===== config.mk =====
export PLATFORM = sky130hd
export DESIGN_NAME = mem_access_unit
export DESIGN_NICKNAME = d
export VERILOG_FILES = /design/src/rtl/mem_access_unit.sv
export SDC_FILE = /design/constraint.sdc
export NUM_CORES = 1
export LEC_CHECK = 0
export ABC_AREA = 1
export CAP_MARGIN = 25
export CORE_MARGIN = 2
export CORE_UTILIZATION = 47
export DETAILED_ROUTE_END_ITERATION = 7
export PLACE_DENSITY_LB_ADDON = 0.2
export SLEW_MARGIN = 20
export SYNTH_ARGS = -nofsm -noshare
export SYNTH_HDL_FRONTEND = slang
export SYNTH_SLANG_ARGS = --single-unit

===== constraint.sdc =====
create_clock -name clk -period 2.4 [get_ports clk]
set_input_delay 0.36 -clock clk [delete_from_list [all_inputs] [get_ports clk]]
set_output_delay 0.36 -clock clk [all_outputs]
set_load 0.02 [all_outputs]

===== src/rtl/mem_access_unit.sv =====
// Load/store engine between the CPU datapath memory port and the external req/ack bus.
// Runs one bus transaction per start, returns load data with a one-cycle writeback strobe.
module mem_access_unit #(
   parameter int ADDR_W  = 32,
   parameter int DATA_W  = 32,
   parameter int TIMEOUT = 255
) (
   input  logic              clk,
   input  logic              reset_n,
   input  logic              start,
   input  logic              is_store,
   input  logic [ADDR_W-1:0] addr,
   input  logic [DATA_W-1:0] wdata,
   input  logic [3:0]        dest,
   output logic              busy,
   output logic              done,
   output logic              err,
   output logic              ld,
   output logic [DATA_W-1:0] ld_data,
   output logic [3:0]        ld_reg,
   output logic              bus_req,
   output logic              bus_we,
   output logic [ADDR_W-1:0] bus_addr,
   output logic [DATA_W-1:0] bus_wdata,
   input  logic              bus_ack,
   input  logic              bus_err,
   input  logic [DATA_W-1:0] bus_rdata
);

   typedef enum logic [1:0] {IDLE, REQ, FIN, ERR} state_t;

   localparam logic [15:0] CNT_LAST = 16'(TIMEOUT - 1);

   state_t      state;
   state_t      state_next;
   logic [15:0] cnt;
   logic        is_store_q;
   logic [3:0]  dest_q;
   logic        accept;
   logic        misaligned;
   logic        load_done;

   assign accept     = (state == IDLE) && start;
   assign misaligned = (addr[1:0] != 2'b00);
   assign load_done  = (state == REQ) && (state_next == FIN) && !is_store_q;

   always_ff @(posedge clk) begin
      if (!reset_n) begin
         state <= IDLE;
      end else begin
         state <= state_next;
      end
   end

   // bus_err outranks bus_ack; the timeout only fires when neither arrived
   always_comb begin
      state_next = state;
      case (state)
         IDLE: begin
            if (start) begin
               state_next = misaligned ? ERR : REQ;
            end
         end
         REQ: begin
            if (bus_err) begin
               state_next = ERR;
            end else if (bus_ack) begin
               state_next = FIN;
            end else if (cnt == CNT_LAST) begin
               state_next = ERR;
            end
         end
         FIN:     state_next = IDLE;
         ERR:     state_next = IDLE;
         default: state_next = IDLE;
      endcase
   end

   // Outputs are registered from the next state so they line up with the state they describe
   always_ff @(posedge clk) begin
      if (!reset_n) begin
         busy       <= 1'b0;
         done       <= 1'b0;
         err        <= 1'b0;
         ld         <= 1'b0;
         ld_data    <= '0;
         ld_reg     <= '0;
         bus_req    <= 1'b0;
         bus_we     <= 1'b0;
         bus_addr   <= '0;
         bus_wdata  <= '0;
         cnt        <= '0;
         is_store_q <= 1'b0;
         dest_q     <= '0;
      end else begin
         busy    <= (state_next != IDLE);
         done    <= (state_next == FIN);
         err     <= (state_next == ERR);
         ld      <= load_done;
         bus_req <= (state_next == REQ);
         bus_we  <= (state_next == REQ) && (accept ? is_store : is_store_q);
         if (accept) begin
            is_store_q <= is_store;
            dest_q     <= dest;
         end
         if (accept && !misaligned) begin
            bus_addr  <= {addr[ADDR_W-1:2], 2'b00};
            bus_wdata <= wdata;
         end
         if (load_done) begin
            ld_data <= bus_rdata;
            ld_reg  <= dest_q;
         end
         if ((state == REQ) && (state_next == REQ)) begin
            cnt <= cnt + 16'd1;
         end else begin
            cnt <= '0;
         end
      end
   end

endmodule


# Yosys cells after proc, flatten, opt, wreduce, memory -nomap -nowiden
# Index checks and enable logic that the tools add are counted.
# word_totals
regBits	127
in_bits	106
output_inout_bits	106
word_cells	42
# classes
addsub	1
eq_ne	7
n_mux	7
reduce_logical	13
# op_table
op	n
$add 16x1->16 const B	1
$eq 16x8->1 const B	1
$mux 2	5
$eq 2x2->1 const B	4
$logic_and 1x1->1	6
$pmux 2 s3	1
$eq 2x1->1 const B	2
$reduce_bool 2->1	2
$logic_not 1->1	2
$logic_not 2->1	1
$reduce_and 2->1	1
$reduce_or 2->1	1
$mux 1	1

# Logic depth before layout (Yosys ltp)
# depth
depth_word	8
mapped_depth	11

# Worst setup path before layout
# OpenSTA, ideal clock, no wires.
# synth_timing
path_kind	reg2reg
startpoint	reg cnt[0]
endpoint	reg ld_data[13]
setup_ns	0.113
t_arrival_ns	1.407
setup_slack_ns	0.881
stages_incl_launch_ff	11
n_path_buf	1
period_less_slack_ns	1.519
cell_sequence	dfxtp_1 -> inv_1 -> ha_1 -> nand2_1 -> nor2_4 -> nand2_4 -> a21oi_4 -> buf_8 -> nand4_1 -> nand2_1 -> nor2_1
# synth_between
elab_chain_cells	8
# synth_lines
item	line	text
start, declared	36	logic [15:0] cnt;
start signal, assigned	115	cnt <= cnt + 16'd1;
$eq 16x8->1	69	end else if (cnt == CNT_LAST) begin
$mux 2	69	
$mux 2	67	end else if (bus_ack) begin
$mux 2	65	if (bus_err) begin
$pmux 2 s3	58	case (state)
$eq 2x2->1	45	assign load_done = (state == REQ) && (state_next == FIN) && !is_store_q;
$logic_and 1x1->1 (2 in a row)	45	
end signal, assigned	111	ld_data <= bus_rdata;
end, declared	19	output logic [DATA_W-1:0] ld_data,
# Every way passes these cells.
# A chain may end at the register's enable or synchronous reset.

# Worst setup path after layout
# layout_timing
startpoint	reg cnt[0]
endpoint	reg ld_data[14]
# The elaborated chain is that of the path after synthesis.

==> impl_metrics.py <==
metrics = {
    "layout": {
        "post-route-util": 0.728,
        "instances_no_fill": 1029,
        "n_fill_cell": 868,
        "top_regs": "bus_wdata (32), ld_data (32), bus_addr (30)",
        "drive_gt1_frac": 0.0776,
        "multi_input_area_um2": 2170,
        "diodes": 0,
        "ff_latch_area_um2": 2540,
        "area_growth_pct": 50.9,
        "nNetsFinal": 984,
    },
    "grt": {
        "grt.total_usage": 0.245,
        "grt_start_max_net_pins": 63,
        "grt_pass1_wl_mm": 22.8,
        "grt_pass1_vias": 4866,
        "antenna_found_initial": 0,
        "overflow": 0,
    },
    "clocking": {
        "cts_buffer_depth": 2,
        "cts_buffers": 17,
        "root_buffer": "clkbuf_8",
        "clk_pin_slew_worst_paths_ps": 60,
        "clock-sinks": 127,
        "cts-resized-gates": 0,
        "clock_latency_ps": 510,
        "cts_tree": "done",
        "htreeDepth": 4,
        "holdBufCountCts": 0,
        "cts_setup_buffers": 0,
    },
    "drt": {
        "dr_wl_met3_mm": 1.57,
        "routedWlPerCell_um": 14.3,
        "highest_layer": "met4",
        "via_count": 5175,
        "dr.pass1.iters": 5,
        "ant_nets": 0,
        "met1_length_mm": 5.86,
        "drcViolationCount": 0,
        "dr_wl_met2_mm": 7.13,
        "wl_mm": 14.7,
        "initialDrtViolationCount": 271,
        "viasPerCell": 5.03,
    },
    "logic_synthesis": {
        "ys_seq_elements": 127,
        "yosysWarnings": 0,
        "syn_area_per_cell_um2": 7.68,
        "ys_seq_area_frac": 0.484,
        "synth_enable_flop_cells": 0,
        "synthArstFlopShare": 0,
        "synthesis.area_um2": 5250,
        "synth_cells": 684,
        "synth_cell_type_count": 33,
        "synthFlopType": "dfxtp_1",
    },
    "sta": {
        "slew_viol_final": 0,
        "timing.fmax_ghz": 0.506,
        "fin_crit_ps": 1980,
        "fin_setup_tns_ps": 0,
        "maxSlewHeadroom": 0.588,
        "setup_viol": 0,
        "hold_violations": 0,
        "finalClockSkew_ps": 11.9,
        "tightest_slew_ps": 612,
        "fin_crit_sh": 0.823,
        "hold-worst-slack_ps": 426,
        "rsz0062_at_grt": "false",
    },
    "placement": {
        "port_buffers": 209,
        "place_inst": 997,
        "dp_hpwl_mm": 10.3,
        "gp_congestion": 0.820,
    },
    "die": {
        "fp.dieW_um": 110,
        "die_h_um": 110,
        "num_io_pins": 212,
        "design.core.area_um2": 10900,
        "dieArea_um2": 12000,
        "fp-row-count": 38,
        "initial_core_util": 0.482,
    },
    "worst_setup_path": {
        "required_ps": 2800,
        "crit_type": "reg2reg",
        "critPathLaunchType": "flop",
        "worstPathArrival_ps": 2380,
        "end_kind": "flop",
        "cp_max_fo": 23,
    },
    "run_status": {
        "status": "completed",
    },
    "pwr": {
        "power_density_nw_per_um2": 732,
        "peakVddDrop_uv": 667,
        "fin_total_pwr_w": 0.00580,
        "power_leakage_nw": 2.98,
    },
    "hold_path": {
        "hold_path.class": "in2reg",
    },
    "run": {
        "max_cap_viol_count": 0,
    },
}
synth_stat cells (2+ instances only):
cell type	number	area, um^2
buf_8	6	90.1
inv_1	53	199
nand4_1	40	250
buf_2	14	70.1
xor2_1	3	26.3
ha_1	2	25.0
o21ai_0	5	25.0
nand2_1	122	458
nand2_2	4	25.0
nand2_4	2	22.5
nor2_8	2	40.0
or2_0	2	12.5
xnor2_1	3	26.3
nand3_1	66	330
nor2_4	2	22.5
clkbuf_1	15	56.3
inv_2	8	30.0
a21oi_1	74	370
buf_4	12	90.1
nor3_1	7	35.0
nor2_1	104	390
dfxtp_1	127	2540
area by class of cell:
| class | instances | area share |
|---|---|---|
| clock buffer | 21 | 0.0592 |
| clock inverter | 11 | 0.0202 |
| inverter | 62 | 0.0295 |
| multi-input combinational | 448 | 0.274 |
| sequential | 127 | 0.321 |
| tap | 140 | 0.0221 |
| timing repair buffer | 220 | 0.274 |
metrics by stage:
| step | area [um^2] | worst slack (ps) |
|---|---|---|
| 5_1_grt | 7920 | 246 |
| 4_1_cts | 7920 | 428 |
| 3_3_place_gp | 7290 | 356 |
| 3_5_place_dp | 7290 | 315 |
| 2_1_floorplan | 5260 | 881 |
| 6_report | 7920 | 425 |
power by group:
group          total [W]  internal (W)  leakage [nW]  switching (W)
clock network    0.00270       0.00179         0.309       0.000910
registers        0.00226       0.00220          1.03      0.0000522
logic           0.000849      0.000395          1.64       0.000454
per-layer routing:
| metal | GRT usage | vias to the layer above |
|---|---|---|
| met5 | 0 | - |
| met4 | 0.0823 | 0 |
| met3 | 0.122 | 15 |
| met2 | 0.403 | 199 |
| met1 | 0.275 | 2367 |
| li1 | - | 2594 |
placed cells by master, fill, tap and decap left out, types with 6 or more instances in the layout:
cell type          n
inv_2              8
buf_4             11
nor2_1           103
clkbuf_16         16
a21oi_1           74
clkdlybuf4s50_1  209
dfxtp_1          127
nand4_1           40
nand3_1           66
nand2_1          122
nor3_1             7
inv_1             53
clkinv_2           6
cell families after synthesis:
| group | Yosys count | share of synthesized area |
|---|---|---|
| AO/OA/AOI/OAI | 82 | 0.0815 |
| XOR/XNOR | 6 | 0.0100 |
| adder cells (fa/ha/maj) | 2 | 0.00476 |
| buffers and inverters | 110 | 0.105 |
| flip-flops | 127 | 0.484 |
| other | 1 | 0.000714 |
| AND/OR/NAND/NOR | 356 | 0.314 |
path summary, 6_finish.rpt:
check	from	endpoint	slack (ps)	depth (start not counted)
max	cnt[0]	ld_data[14]	420	10
min	addr[26]	bus_addr[26]	430	3
max reg2reg	cnt[0]	ld_data[14]	420	10
min reg2reg	dest_q[3]	dest_q[3]	450	2
worst max-delay path, cell delays in order (launching register included):
cell and delay, ps:
dfxtp_1 330, inv_1 110, ha_1 150, nand2_1 80, nor2_4 130, nand2_4 80
a21oi_4 380, buf_4 340, nand4_1 140, nand2_1 100, nor2_1 40
No activity file was read; power rests on OpenSTA's default activity.
